--- src/rtl/float_pkg.sv ---
// Shared float definitions: default word format, NaN test and reducer state encoding.
package float_pkg;

   localparam int unsigned FP_DATA_W = 32;
   localparam int unsigned FP_EXP_W  = 8;

   typedef enum logic [1:0] {IDLE, ACCUM, DONE} state_e;

   // NaN: exponent all-ones with a non-zero mantissa (infinities are ordinary values).
   function automatic logic is_nan(input logic [FP_DATA_W-1:0] x);
      return (&x[FP_DATA_W-2 -: FP_EXP_W]) && (|x[FP_DATA_W-FP_EXP_W-2:0]);
   endfunction

endpackage

--- src/rtl/float_gt_cmp.sv ---
// Combinational a > b over IEEE-754 words; any NaN operand compares false.
module float_gt_cmp #(
   parameter int unsigned DATA_W = 32,
   parameter int unsigned EXP_W  = 8
) (
   input  logic [DATA_W-1:0] i_a,
   input  logic [DATA_W-1:0] i_b,
   output logic              o_gt
);

   logic              w_a_nan;
   logic              w_b_nan;
   logic              w_a_neg;
   logic              w_b_neg;
   logic [DATA_W-2:0] w_a_mag;
   logic [DATA_W-2:0] w_b_mag;

   assign w_a_nan = (&i_a[DATA_W-2 -: EXP_W]) && (|i_a[DATA_W-EXP_W-2:0]);
   assign w_b_nan = (&i_b[DATA_W-2 -: EXP_W]) && (|i_b[DATA_W-EXP_W-2:0]);
   assign w_a_neg = i_a[DATA_W-1];
   assign w_b_neg = i_b[DATA_W-1];
   assign w_a_mag = i_a[DATA_W-2:0];
   assign w_b_mag = i_b[DATA_W-2:0];

   // Mixed signs: the positive operand wins, which also orders +0 above -0.
   always_comb begin
      o_gt = 1'b0;
      if (!w_a_nan && !w_b_nan) begin
         if (w_a_neg != w_b_neg) begin
            o_gt = !w_a_neg;
         end else if (!w_a_neg) begin
            o_gt = w_a_mag > w_b_mag;
         end else begin
            o_gt = w_a_mag < w_b_mag;
         end
      end
   end

endmodule

--- src/rtl/float_argmax_reduce.sv ---
// Streaming max/argmax reducer: after a run pulse, folds len samples into the running
// maximum and its index, then raises an all-ones done mask.
module float_argmax_reduce
   import float_pkg::*;
#(
   parameter int unsigned DATA_W = FP_DATA_W,
   parameter int unsigned EXP_W  = FP_EXP_W,
   parameter int unsigned IDX_W  = 16
) (
   input  logic              i_clk,
   input  logic              i_rst,
   input  logic              i_running,
   input  logic              i_run,
   input  logic [IDX_W-1:0]  i_len,
   input  logic              i_in_valid,
   input  logic [DATA_W-1:0] i_in0,
   output logic [DATA_W-1:0] o_out0,
   output logic [DATA_W-1:0] o_out1,
   output logic [DATA_W-1:0] o_out2
);

   state_e             r_state,  w_state_nxt;
   logic [IDX_W-1:0]   r_cnt,    w_cnt_nxt;
   logic [IDX_W-1:0]   r_len,    w_len_nxt;
   logic               r_seen,   w_seen_nxt;
   logic               r_done,   w_done_nxt;
   logic [DATA_W-1:0]  r_out0,   w_out0_nxt;
   logic [DATA_W-1:0]  r_out1,   w_out1_nxt;
   logic [IDX_W-1:0]   w_cnt_inc;
   logic               w_in_nan;
   logic               w_gt;

   float_gt_cmp #(
      .DATA_W (DATA_W),
      .EXP_W  (EXP_W)
   ) u_gt (
      .i_a  (i_in0),
      .i_b  (r_out0),
      .o_gt (w_gt)
   );

   assign w_in_nan  = is_nan(i_in0);
   assign w_cnt_inc = r_cnt + 1'b1;

   always_ff @(posedge i_clk or negedge i_rst) begin
      if (!i_rst) begin
         r_state <= IDLE;
         r_cnt   <= '0;
         r_len   <= '0;
         r_seen  <= 1'b0;
         r_done  <= 1'b0;
         r_out0  <= '0;
         r_out1  <= '0;
      end else begin
         r_state <= w_state_nxt;
         r_cnt   <= w_cnt_nxt;
         r_len   <= w_len_nxt;
         r_seen  <= w_seen_nxt;
         r_done  <= w_done_nxt;
         r_out0  <= w_out0_nxt;
         r_out1  <= w_out1_nxt;
      end
   end

   always_comb begin
      w_state_nxt = r_state;
      w_cnt_nxt   = r_cnt;
      w_len_nxt   = r_len;
      w_seen_nxt  = r_seen;
      w_done_nxt  = r_done;
      w_out0_nxt  = r_out0;
      w_out1_nxt  = r_out1;

      if (!i_running) begin
         w_state_nxt = IDLE;
         w_done_nxt  = 1'b0;
      end else if (i_run) begin
         // A run in any state restarts; a sample arriving with it is dropped.
         w_len_nxt  = i_len;
         w_cnt_nxt  = '0;
         w_seen_nxt = 1'b0;
         w_done_nxt = 1'b0;
         if (i_len == '0) begin
            w_state_nxt = DONE;
            w_out0_nxt  = '0;
            w_out1_nxt  = '1;
            w_done_nxt  = 1'b1;
         end else begin
            w_state_nxt = ACCUM;
         end
      end else if (r_state == ACCUM && i_in_valid) begin
         w_cnt_nxt = w_cnt_inc;
         if (!w_in_nan && (!r_seen || w_gt)) begin
            w_out0_nxt = i_in0;
            w_out1_nxt = DATA_W'(r_cnt);
            w_seen_nxt = 1'b1;
         end
         if (w_cnt_inc == r_len) begin
            w_state_nxt = DONE;
            w_done_nxt  = 1'b1;
            // Nothing but NaNs: report the same result as an empty reduction.
            if (!w_seen_nxt) begin
               w_out0_nxt = '0;
               w_out1_nxt = '1;
            end
         end
      end
   end

   assign o_out0 = r_out0;
   assign o_out1 = r_out1;
   assign o_out2 = {DATA_W{r_done}};

endmodule
--- config.mk ---
export PLATFORM = sky130hd
export DESIGN_NAME = float_argmax_reduce
export DESIGN_NICKNAME = d
export VERILOG_FILES = /design/src/rtl/float_pkg.sv /design/src/rtl/float_gt_cmp.sv /design/src/rtl/float_argmax_reduce.sv
export SDC_FILE = /design/constraint.sdc
export NUM_CORES = 1
export LEC_CHECK = 0
export CORE_ASPECT_RATIO = 0.6
export CORE_MARGIN = 2
export CORE_UTILIZATION = 30
export DETAILED_ROUTE_END_ITERATION = 7
export HOLD_SLACK_MARGIN = 0.1
export SLEW_MARGIN = 15
export SYNTH_ARGS = -nofsm -noshare
export SYNTH_HDL_FRONTEND = slang
export SYNTH_SLANG_ARGS = --single-unit
--- constraint.sdc ---
create_clock -name i_clk -period 2.8 [get_ports i_clk]
set_clock_uncertainty 0.2 [all_clocks]
set_input_delay 0.56 -clock i_clk [delete_from_list [all_inputs] [get_ports i_clk]]
set_output_delay 0.56 -clock i_clk [all_outputs]
set_load 0.01 [all_outputs]
Yosys cells after proc, flatten, opt, wreduce, memory -nomap -nowiden
Index checks and enable logic that the tools add are counted.

Order comparisons: 2. Reductions and logical operators: 20. $add $sub $neg: 1. Equal/unequal tests: 6. Multiplexer cells: 33.

Operators by type and width (count): 32-bit 2-to-1 mux (12); 23-bit OR reduction (2); 16-bit 2-to-1 mux (2); 31-bit greater-than comparator (1); 31-bit < comparator (1); 16-bit by 1-bit adder with 16-bit output, second input constant (1); 16-bit equality test (1); 16-bit zero test (1); 8-bit AND reduction (2); 1-bit 2-to-1 mux (14); 2-bit 2-to-1 mux (5); 3-bit by 1-bit inequality test with 1-bit output, second input constant (2); 2-bit AND reduction (3); 1-bit logical AND (5); 1-bit zero test (4); 3-bit AND reduction (1); 2-bit by 1-bit equality test with 1-bit output, second input constant (1); 2-bit by 1-bit inequality test with 1-bit output, second input constant (1); 2-bit nonzero test (1); 1-bit logical OR (1); 1-bit inequality test (1).

Input bits: 53. Output and inout bits: 96. Register bits after elaboration: 100. Logic and storage cells: 69.

Longest topological paths before layout
Gate-level depths: netlist of the first run.

Depth after elaboration: 15. Gate-level depth with buffers: 12. Gate-level depth less buffers: 10.

By module
From an unflattened synthesis of the first run, not the netlist that was laid out.

Cells, all modules: 755. Area total of the unflattened synthesis: 6607.6 um2.

Modules (own cells, without submodules): float_argmax_reduce (sequential area each 2477.4 um2, cells each 619, area each 5642.9 um2, times used 1); float_gt_cmp (sequential area each 0.0 um2, cells each 136, area each 964.7 um2, times used 1).

Least setup slack after synthesis of the first run
No wires, ideal clock.

Path kind: input port to flip-flop. Start: in i_in0[16]. End: reg r_out0[27] (netlist: o_out0[27]). Setup slack: -0.318 ns. Required time: 2.479 ns. Setup time: 0.121 ns. Buffers on the path: 2. Data arrival time: 2.797 ns. Cell stages on the path: 11. Cells stage by stage: ha_1 > a21o_1 > nand3_1 > a2111oi_0 > or3b_2 > and4bb_2 > nor2_1 > a311o_1 > buf_6 > buf_6 > a22o_1.

Longest elaborated chain between the ends: 15. Elaborated cells on any way between the ends: 20. Classes of those cells: order compare: 2; mux: 12; reduce/logical: 6.

Ends and longest elaborated chain: start: declaration (RTL line float_argmax_reduce.sv:16) `input logic [DATA_W-1:0] i_in0,`; parallel branches: the longest is 6 deep, another holds 31-bit greater-than comparator; 1-bit logical AND (*) (RTL line float_argmax_reduce.sv:93) `if (!w_in_nan && (!r_seen || w_gt)) begin`; 1-bit 2-to-1 mux (RTL line float_argmax_reduce.sv:93); 1-bit 2-to-1 mux (RTL line float_argmax_reduce.sv:91) `end else if (r_state == ACCUM && i_in_valid) begin`; 1-bit 2-to-1 mux (RTL line float_argmax_reduce.sv:77) `end else if (i_run) begin`; 1-bit 2-to-1 mux (RTL line float_argmax_reduce.sv:74) `if (!i_running) begin`; 32-bit 2-to-1 mux (RTL line float_argmax_reduce.sv:102) `if (!w_seen_nxt) begin`; 32-bit 2-to-1 mux (*) (RTL line float_argmax_reduce.sv:98) `if (w_cnt_inc == r_len) begin`; 32-bit 2-to-1 mux (*) (RTL line float_argmax_reduce.sv:91); 32-bit 2-to-1 mux (*) (RTL line float_argmax_reduce.sv:77); end signal: assignment (RTL line float_argmax_reduce.sv:60) `r_out0 <= w_out0_nxt;`; end: declaration (RTL line float_argmax_reduce.sv:27) `logic [DATA_W-1:0] r_out0, w_out0_nxt;`.

Every way passes the cells marked *. The select of a mux whose other input is x is not followed. A chain may end at the register's enable or synchronous reset.

Final worst setup path of the first run
Start: in i_in0[17]. End: reg r_out0[25] (netlist: o_out0[25]).

The elaborated chain is that of the path after synthesis.

==> reports/summary.txt, run 1 <==
DIE WIDTH = 184.8 um
WL per Instance = 17.55 um
EDFF count, synth = 0
CTS H-Tree Depth = 3
maximum vdd ir drop = 0.0003593 V
FMAX = 0.3053 GHz
worst hold stages = 2
post-detailed-placement half-perimeter wirelength = 14790 um
Die Y = 112.5 um
register area share after synthesis = 0.4213
final non-filler cell total = 1152
GR Util met2 = 0.2391
row count = 39
CTS tree = built
commonest non-fill, non-tap cell in the layout = buf_4
Critical Path AT = 3300 ps
Top-Level Pins = 149
total power = 6.144 mW
Crit Path Max Fanout = 15
Cell Count Post-Placement = 1110
worst path required time = 2830 ps
kind of critical path = input pin to flop
CP peak stage delay = 490 ps
routability congestion estimate = 0.8692
vias in the first global route = 5481
Avg Cell Area, Syn = 9.609 um^2
outcome = finished, violations left
post-synthesis async set-or-reset flop share = 1.000
vias = 5656
nets@finish = 966
capturing point of the worst reg2reg path = o_out0[25]
CTS buffer count = 9
warnings from Yosys = 0
clock tree buffer depth = 2
number of port buffers = 148
ys flop type = dfrtp_1
setup slack, reg-to-reg = -460 ps
Worst Reg2Reg Path Length in Cells = 13
DRC errors left = 0
Hold WC Path Type = flop to flop
final setup margin = -475.1 ps
ANT nets after route = 0
Critical Path End Type = flop
startpoint type of the worst setup path = input pin
Total Wirelength = 20220 um
max cap viols = 0
area leader, netlist = dfrtp_1
part of the cycle the worst path needs = 1.170
global routing's busiest layer = met1
cell at the slowest stage of the critical path = a311o_2
Slew HR = 0.6425
minimum clock period after layout = 3275 ps
setup repair after global routing missed its margin = true
Hold Vio Cnt, Final = 0
clock sinks = 99
commonest non-fill, non-tap cells in the layout = 157 x buf_4, 118 x clkdlybuf4s50_1, 97 x dfrtp_1, 70 x nand2_1, 46 x inv_1
failing checks = negative setup slack
vias per inst = 4.910
Synth cell types = 66
clock-pin slew on the worst setup and hold paths = 70 ps
initial antenna violation count = 0
M1 GR Usage = 0.3314
leakage power = 4.243 nW
largest net degree at the start of global routing = 52
Placeable Area = 19130 um^2
DR pass1 iterations = 4
CP cell instances = clkdlybuf4s50_1 > ha_1 > nand3_2 > a2111oi_4 > o311a_4 > buf_4 > o211a_4 > nor2_1 > a311o_2 > buf_12 > a22o_1
Initial Util = 0.3074
Syn Inst Count = 612
fraction of layout cells with a size suffix above 1 = 0.3544
Yosys reg bits = 99
1st-iter DRT viols = 414
Hold Path Sink = o_out1[19]
Power Dens Cells = 637.7 nW/um^2
root buf cell = clkbuf_16
Yosys top cell area share = 0.4213
r2r startpoint = o_out0[27]
first-pass GRT wire length = 31120 um
post-synthesis cell area = 5881 um^2
post-synthesis net count = 697
GR Util met3 = 0.04445
GR Overflow Total = 0
hold_ws = 280.1 ps
setup violators final = 64
Least-Margin Pin Slew = 532.1 ps
GRT Util Overall = 0.1940
Die Footprint = 20780 um^2
area delta synth->final = 63.85%
top cells by area, synth = dfrtp_1 42%, ha_1 6.8%, a22o_1 4.8%, nand2_1 4.5%, buf_4 4.5%
Ant. Diodes = 0
Final Slew Violations = 0
hold path startpoint = o_out1[19]
clk_lat worst skew = 340 ps
==> per-layer routing <==
layer,vias to the layer above,share of wire
met5,-,0
met4,0,0.0047
met3,8,0.075
met2,214,0.36
met1,2730,0.56
li1,2704,-
==> worst max-delay path, delay by kind of cell <==
family | cells | cell delay (ps)
AO/OA/AOI/OAI | 5 | 1510
adder cells (fa/ha/maj) | 1 | 330
buffers and inverters | 3 | 740
AND/OR/NAND/NOR | 2 | 150
==> state kept, by name, indices dropped and copies added, names as in the netlist <==
register,cells
o_out0,32
r_len,16
r_seen,1
r_cnt,16
o_out1,32
r_state,2
==> cells by family after synthesis <==
group,synth area share
buffers and inverters,0.1055
and+or+nand+nor,0.1789
adders and majority gates,0.06808
DFF,0.4213
AOI/OAI and AO/OA,0.1623
xor gates and xnor gates,0.02787
muxes,0.03596
==> per-stage QoR <==
step                      cell area (um^2)  TNS [ps]  setup slack (ps)  utilization
after floorplan                       6170     -5253            -175.1            -
after global placement                8740    -59720            -962.0       0.4569
after detailed placement              8740    -59670            -978.4       0.4569
after CTS                             9403    -18190            -354.9       0.4916
after global routing                  9635    -31250            -547.1       0.5037
final                                 9635    -24940            -475.1       0.5037
==> worst max-delay path by stage <==
stage | start | endpoint | slack, ps | cells past startpoint
after floorplan | i_in0[29] | o_out0[27] | -180 | 11
after global placement | i_in0[0] | o_out0[1] | -960 | 12
after detailed placement | i_in0[28] | o_out0[25] | -980 | 10
after CTS | o_out0[11] | o_out1[0] | -350 | 14
after global routing | i_in0[17] | o_out0[31] | -550 | 11
final | i_in0[17] | o_out0[25] | -480 | 11
==> cell usage after synthesis, drive strengths merged, types with 4 or more instances <==
cell,instances
nand4b,4
nand4,22
nor3,19
buf,49
nand2,72
a21oi,27
nand2b,4
inv,54
o21ai,24
a22o,32
nand3,10
ha,32
nor4,20
mux2,17
dfrtp,99
clkbuf,16
xor2,6
nor2,23
a2bb2oi,15
xnor2,10
==> power by group <==
part / leakage, nW / total (mW) / internal (mW) / switching [mW]
registers: 1.18 / 2.02 / 1.75 / 0.272
clock network: 0.132 / 1.27 / 0.698 / 0.576
logic: 2.93 / 2.85 / 1.58 / 1.27
total: 4.24 / 6.14 / 4.03 / 2.12
==> what timing repair did <==
item / 4_1_cts / 5_1_grt
gates resized for setup: 97 / 51
hold buffers: 1 / 0
pin swaps: 36 / 26
gates cloned: 3 / 2
setup endpoints to repair: 66 / 66
buffers inserted: 16 / 7
endpoints found under the hold margin: 34 / 0
==> cell type report <==
type / count / area (um^2)
Inverter: 54 / 215.2
Clock buffer: 11 / 232.7
Timing Repair Buffer: 323 / 2914
Clock inverter: 5 / 61.31
Tap cell: 266 / 332.8
Multi-Input combinational cell: 394 / 3400
Fill cell: 1774 / 9493
Sequential cell: 99 / 2480
Power figures use the tool's default switching activity.
==> inputs of run 2 (changes only) <==
--- a/config.mk
+++ b/config.mk
@@ -7,9 +7,10 @@
 export LEC_CHECK = 0
 export CORE_ASPECT_RATIO = 0.6
 export CORE_MARGIN = 2
-export CORE_UTILIZATION = 30
+export CORE_UTILIZATION = 55
 export DETAILED_ROUTE_END_ITERATION = 7
-export HOLD_SLACK_MARGIN = 0.1
+export DONT_BUFFER_PORTS = 1
+export PLACE_DENSITY = 0.73
 export SLEW_MARGIN = 15
 export SYNTH_ARGS = -nofsm -noshare
 export SYNTH_HDL_FRONTEND = slang
==> run 2 against run 1 <==
Net effect:
- the flow finishes with violations (negative hold slack, negative setup slack)
- flip-flop and latch count did not move
- non-clock buffer count shrank 222
- clock power fell by 7%
- final area shrank 24%
- setup slack improved by 120 ps
- cell count down 30%
- combinational power fell by 33%
- sequential share of layout area increased by 8.4 points
==> reports/summary.txt, run 2 (same netlist as run 1, synthesis figures left out) <==
outcome = finished, violations left
failing checks = negative hold slack, negative setup slack
Initial Util = 0.5608 (+0.2534)
Final Slew Violations = 0 (unchanged)
row count = 29 (-26%)
clock-pin slew on the worst setup and hold paths = 70 ps (about the same)
Die Footprint = 11560 um^2 (-44%)
kind of critical path = flop to flop
CP cell instances = inv_2 > ha_4 > nand4_1 > buf_6 > nor2_1 > o2bb2ai_1 > or3b_4 > and4bb_2 > nor2_1 > a311o_2 > buf_12 > a22o_1
FMAX = 0.3169 GHz (+3.8%)
nets@finish = 744 (-23%)
commonest non-fill, non-tap cell in the layout = dfrtp_1
setup repair after global routing missed its margin = true
largest net degree at the start of global routing = 100 (+92%)
CTS H-Tree Depth = 3 (unchanged)
Power Dens Cells = 715.9 nW/um^2 (+12%)
final setup margin = -355.7 ps (+119.4 ps)
Hold WC Path Type = input pin to asynchronous set/reset pin
crit path capture = o_out0[29]
vias = 4982 (-12%)
number of port buffers = 0 (-100%)
clk_lat worst skew = 340 ps (about the same)
area taken by multi-input logic gates = 3269 um^2 (-3.8%)
Post-DP Area = 6658 um^2 (-24%)
Total Wirelength = 17040 um (-16%)
fraction of layout cells with a size suffix above 1 = 0.3434 (-0.01103)
part of the cycle the worst path needs = 1.127 (-0.04263)
setup violators final = 64 (unchanged)
minimum clock period after layout = 3156 ps (-119.4 ps)
post-detailed-placement half-perimeter wirelength = 12490 um (-16%)
clock sinks = 99 (unchanged)
commonest non-fill, non-tap cells in the layout = 93 x dfrtp_1, 86 x buf_4, 52 x nand2_1, 45 x inv_1, 32 x a22o_1
root buf cell = clkbuf_16
Slew HR = 0.3874 (-0.2552)
initial antenna violation count = 0 (unchanged)
CP peak stage delay = 420 ps (-70 ps)
Worst Reg2Reg Path Length in Cells = 12 (-1)
crit path from = o_out0[27]
1st-iter DRT viols = 382 (-7.7%)
worst path required time = 2830 ps (about the same)
Least-Margin Pin Slew = 919.0 ps (+386.9 ps)
Hold Vio Cnt, Final = 99 (+99)
Placeable Area = 10490 um^2 (-45%)
final instance area = 7287 um^2 (-24%)
DIE WIDTH = 137.5 um (-26%)
first-pass GRT wire length = 26990 um (-13%)
Critical Path AT = 3190 ps (-110 ps)
GR Overflow Total = 0 (unchanged)
capturing point of the worst reg2reg path = o_out0[29]
leakage power = 3.255 nW (-23%)
hold_ws = -295.5 ps (-575.5 ps)
Critical Path End Type = flop
CTS tree = built
CTS buffer count = 9 (unchanged)
cell at the slowest stage of the critical path = a311o_2
setup slack, reg-to-reg = -360 ps (+100 ps)
Die Y = 84.10 um (-25%)
WL per Instance = 21.22 um (+21%)
Sequential Area = 2487 um^2 (+0.30%)
ANT nets after route = 0 (unchanged)
maximum vdd ir drop = 0.0004103 V (+14%)
startpoint type of the worst setup path = flop
Crit Path Max Fanout = 33 (+18)
Top-Level Pins = 149 (unchanged)
DRC errors left = 0 (unchanged)
r2r startpoint = o_out0[27]
area delta synth->final = 23.91%
vias in the first global route = 4996 (-8.8%)
GRT Util Overall = 0.3053 (+0.1114)
max cap viols = 0 (unchanged)
Top cell by count, worst path = nor2_1
vias per inst = 6.204 (+26%)
Ant. Diodes = 0 (unchanged)
DR pass1 iterations = 5 (+1)
routability congestion estimate = 0.9831 (+13%)
Fillers = 764 (-57%)
clock tree buffer depth = 2 (unchanged)
## run 2: cell count changes in the layout (fill, tap and decap cells not counted), moves of 7 or more
| cell | change |
|---|---|
| a2bb2oi_2 | -11 |
| nand2_2 | +18 |
| buf_2 | -7 |
| buf_4 | -71 |
| a2bb2oi_1 | +11 |
| clkbuf_2 | -8 |
| nand2_1 | -18 |
| clkdlybuf4s50_1 | -118 |
| dlygate4sd2_1 | -10 |
## run 2: worst max-delay path, delay by kind of cell, from the launching register on
family	cells	cell delay, ps
AOI/OAI and AO/OA	3	780
adders and majority gates	1	190
buffers and inverters	3	420
DFF	1	400
and+or+nand+nor	5	1050
## run 2: worst min-delay path by stage
stage,start,to,slack (ps)
after floorplan,i_rst,o_out0[0],60
after global placement,i_rst,o_out1[23],70
after detailed placement,i_rst,o_out1[23],70
after CTS,i_rst,o_out1[23],-300
after global routing,i_rst,o_out1[23],-310
final,i_rst,o_out1[23],-300
## run 2: routing by layer
| layer | wire length (um) | share of wire | vias to the layer above | global-route usage |
|---|---|---|---|---|
| met3 | 2016 | 0.12 | 27 | 0.1166 |
| met5 | 0 | 0 | - | 0 |
| li1 | - | - | 2244 | - |
| met1 | 7803 | 0.46 | 2456 | 0.4604 |
| met2 | 6949 | 0.41 | 255 | 0.4093 |
| met4 | 271 | 0.016 | 0 | 0.07029 |
## run 2: power breakdown
part / internal [mW] / switching, mW / total [mW]
registers: 1.75 / 0.373 / 2.13
clock network: 0.627 / 0.554 / 1.18
logic: 0.958 / 0.950 / 1.91
## run 2: area by class of cell
cell class / instances / share of cell area
clock inverters: 6 / 0.005495
clock buffers: 10 / 0.03280
flip-flops and latches: 99 / 0.3413
well taps: 139 / 0.02387
repair buffers: 101 / 0.1183
inverters: 54 / 0.02953
multi-input cells: 394 / 0.4487
## run 2: metrics by stage
| step | setup TNS, ps | util | instances | setup WS, ps | total power, mW |
|---|---|---|---|---|---|
| 2_1_floorplan | -5253 | - | 612 | -175.1 | 3.185 |
| 3_3_place_gp | -29790 | 0.6349 | 777 | -504.5 | 3.756 |
| 3_5_place_dp | -31130 | 0.6349 | 777 | -540.9 | 3.838 |
| 4_1_cts | -11840 | 0.6808 | 802 | -255.4 | 5.116 |
| 5_1_grt | -26330 | 0.6949 | 803 | -462.0 | 5.529 |
| 6_report | -18680 | 0.6949 | 803 | -355.7 | 5.217 |
## run 2: repair_timing
action,CTS,global route
pin swaps,4,37
buffers inserted,8,2
endpoints found under the hold margin,99,99
setup endpoints to repair,65,66
cloned,1,0
resized for setup,27,46
==> inputs of run 3 (changes only) <==
--- a/config.mk
+++ b/config.mk
@@ -5,9 +5,11 @@
 export SDC_FILE = /design/constraint.sdc
 export NUM_CORES = 1
 export LEC_CHECK = 0
+export ABC_AREA = 1
 export CORE_ASPECT_RATIO = 0.6
 export CORE_MARGIN = 2
 export CORE_UTILIZATION = 55
+export CTS_CLUSTER_SIZE = 16
 export DETAILED_ROUTE_END_ITERATION = 7
 export DONT_BUFFER_PORTS = 1
 export PLACE_DENSITY = 0.73
==> run 3 against run 2 <==
Net effect:
- the run ends with negative hold slack left
- worst hold slack got worse by 3.3 ps
- synthesized cell count increased by 43%
- global-route usage fell by 3.5 points
- largest cell class unchanged
- total power down 25%
- critical path depth up 4
- critical path type unchanged
==> reports/summary.txt, run 3 <==
EDFF count, synth = 0 (unchanged)
most frequent cell after synthesis = nand2_1
clock tree buffer depth = 2 (unchanged)
Yosys reg bits = 99 (unchanged)
vias = 5858 (+18%)
capturing point of the worst reg2reg path = o_out1[20]
Die Footprint = 12710 um^2 (+9.9%)
area leader, netlist = dfrtp_1
crit path capture = o_out1[20]
crit path from = o_out0[28]
ANT nets after route = 0 (unchanged)
final instance area = 7201 um^2 (-1.2%)
initial antenna violation count = 0 (unchanged)
Sequential Area = 2484 um^2 (-0.15%)
vias in the first global route = 5548 (+11%)
setup slack, reg-to-reg = 90 ps (+450 ps)
Least-Margin Pin Slew = 884.3 ps (-34.66 ps)
leakage power = 3.473 nW (+6.7%)
FMAX = 0.3692 GHz (+17%)
clk_lat worst skew = 350 ps (about the same)
GR Overflow Total = 0 (unchanged)
commonest non-fill, non-tap cell in the layout = nand2_1
Placeable Area = 11410 um^2 (+8.8%)
top cells by count, synth = 204 x nand2_1, 134 x inv_1, 110 x nand3_1
Avg Cell Area, Syn = 7.396 um^2 (-23%)
warnings from Yosys = 0 (unchanged)
maximum vdd ir drop = 0.0003420 V (-17%)
GRT Util Overall = 0.2702 (-0.03519)
Ant. Diodes = 0 (unchanged)
Syn Inst Count = 877 (+43%)
hold_ws = -298.8 ps (-3.310 ps)
Initial Util = 0.5684 (+0.007629)
sequential share of power = 0.455 (+0.047)
row count = 30 (+3.4%)
CTS buffer count = 9 (unchanged)
Fillers = 1020 (+34%)
Post-DP Area = 6729 um^2 (+1.1%)
ys flop type = dfrtp_1
kind of critical path = flop to flop
routability congestion estimate = 0.9249 (-5.9%)
setup violators final = 0 (-100%)
switching part of the total = 0.3223 (-0.03762)
NetSw = 1.265 mW (-33%)
Power Dens Cells = 545.0 nW/um^2 (-24%)
Total Wirelength = 16880 um (-0.97%)
Synth cell types = 32 (-52%)
nets@finish = 961 (+29%)
Hold WC Path Type = input pin to asynchronous set/reset pin
Final Slew Violations = 0 (unchanged)
Critical Path AT = 2730 ps (-460 ps)
Top-Level Pins = 149 (unchanged)
WL per Instance = 16.21 um (-24%)
register area share after synthesis = 0.3819 (-0.03933)
Slew HR = 0.4105 (+0.02311)
r2r startpoint = o_out0[28]
Crit Path Max Fanout = 31 (-6.1%)
worst path required time = 2830 ps (about the same)
total power = 3.924 mW (-25%)
1st-iter DRT viols = 528 (+38%)
Yosys top cell area share = 0.3819 (-0.03933)
post-synthesis async set-or-reset flop share = 1.000 (unchanged)
DR pass1 iterations = 5 (unchanged)
Clk pwr share = 0.331 (+0.104)
clock sinks = 99 (unchanged)
outcome = finished, violations left
vias per inst = 5.627 (-9.3%)
part of the cycle the worst path needs = 0.9674 (-0.1596)
CTS H-Tree Depth = 3 (unchanged)
largest net degree at the start of global routing = 100 (unchanged)
fraction of layout cells with a size suffix above 1 = 0.1657 (-0.1777)
Critical Path End Type = flop
combinational share of power = 0.214 (-0.152)
Worst Reg2Reg Path Length in Cells = 16 (+4)
number of port buffers = 0 (unchanged)
failing checks = negative hold slack
post-detailed-placement half-perimeter wirelength = 12310 um (-1.4%)
commonest non-fill, non-tap cells in the layout = 199 x nand2_1, 131 x inv_1, 109 x nand3_1, 96 x dfrtp_1, 44 x buf_4
clock-pin slew on the worst setup and hold paths = 70 ps (about the same)
max cap viols = 0 (unchanged)
startpoint type of the worst setup path = flop
area delta synth->final = 11.01%
root buf cell = clkbuf_16
minimum clock period after layout = 2709 ps (-447.0 ps)
DIE WIDTH = 144.2 um (+4.9%)
DRC errors left = 0 (unchanged)
post-synthesis net count = 962 (+38%)
Internal Power = 2.660 mW (-20%)
first-pass GRT wire length = 26880 um (-0.43%)
CTS tree = built
top cells by area, synth = dfrtp_1 38%, nand2_1 12%, nand3_1 8.5%, inv_1 7.8%, ha_1 6.2%
area taken by multi-input logic gates = 3196 um^2 (-2.3%)
post-synthesis cell area = 6486 um^2 (+10%)
Die Y = 88.12 um (+4.8%)
Hold Vio Cnt, Final = 99 (unchanged)
[run 3: worst min-delay path by stage]
stage | to | cells past startpoint | slack [ps] | startpoint
CTS | r_cnt[12] | 0 | -310 | i_rst
detailed placement | o_out0[6] | 0 | 70 | i_rst
global route | o_out0[8] | 0 | -310 | i_rst
finish | o_out0[8] | 0 | -300 | i_rst
floorplan | o_out0[0] | 0 | 60 | i_rst
global placement | o_out0[7] | 0 | 70 | i_rst
[run 3: power by group through the flow]
stage	registers (mW)	clock network, mW	logic (mW)
6_report	1.79	1.30	0.841
3_5_place_dp	1.81	0	0.794
5_1_grt	1.81	1.39	0.951
4_1_cts	1.78	1.32	0.797
3_3_place_gp	1.80	0	0.754
2_1_floorplan	1.79	0	0.569
[run 3: routing by layer]
layer / vias up / share of wire / GRT usage / routed length [um]
met3: 17 / 0.097 / 0.06342 / 1644
met4: 0 / 0.011 / 0.06443 / 187
met5: - / 0 / 0 / 0
met2: 253 / 0.44 / 0.4143 / 7470
li1: 2810 / - / - / -
met1: 2778 / 0.45 / 0.3912 / 7572
[run 3: kinds of logic (layout without fill, tap and decap cells)]
logic type               after synthesis  in the layout  share of synthesized area
multiplexers                           6              6                    0.01042
buffers and inverters                202            206                     0.1404
AND/OR/NAND/NOR                      441            441                     0.3233
flip-flops                            99             99                     0.3819
adder cells (fa/ha/maj)               32             32                    0.06173
XOR/XNOR                               3              3                   0.006173
AO/OA/AOI/OAI                         94             94                    0.07600
[run 3: metrics by stage]
step | instances | setup WS, ps | utilization | setup TNS, ps
floorplan | 877 | 231.7 | - | 0
global placement | 1021 | 0.5123 | 0.5897 | 0
detailed placement | 1021 | -102.7 | 0.5897 | -3142
CTS | 1037 | 24.72 | 0.6171 | 0
global route | 1041 | -63.92 | 0.6310 | -1624
finish | 1041 | 91.25 | 0.6310 | 0
[run 3: final cells by class]
type,count,share of cell area
well taps,160,0.02780
flip-flops and latches,99,0.3449
repair buffers,52,0.06829
multi-input cells,576,0.4438
inverters,138,0.07211
clock buffers,9,0.03128
clock inverters,7,0.01182
[run 3: repair_timing]
| action | CTS | global route |
|---|---|---|
| pin swaps | 0 | 5 |
| gates resized for setup | 1 | 34 |
| setup buffers | 0 | 2 |
| setup endpoints to repair | 1 | 64 |
| endpoints found under the hold margin | 99 | 99 |
| gates cloned | 0 | 2 |
[run 3: critical path, cell delays in order, from the launching register on]
cell	delay, ps
dfrtp_1	350
inv_1	90
ha_1	300
nand2_1	70
nor2_2	130
nand4_1	210
nor2_2	220
nand2_1	100
nand2_2	70
nand2_1	50
nand2_1	50
nand2_1	90
nand2_4	150
nand2_8	90
buf_12	170
o21ai_0	160
nand2_1	80
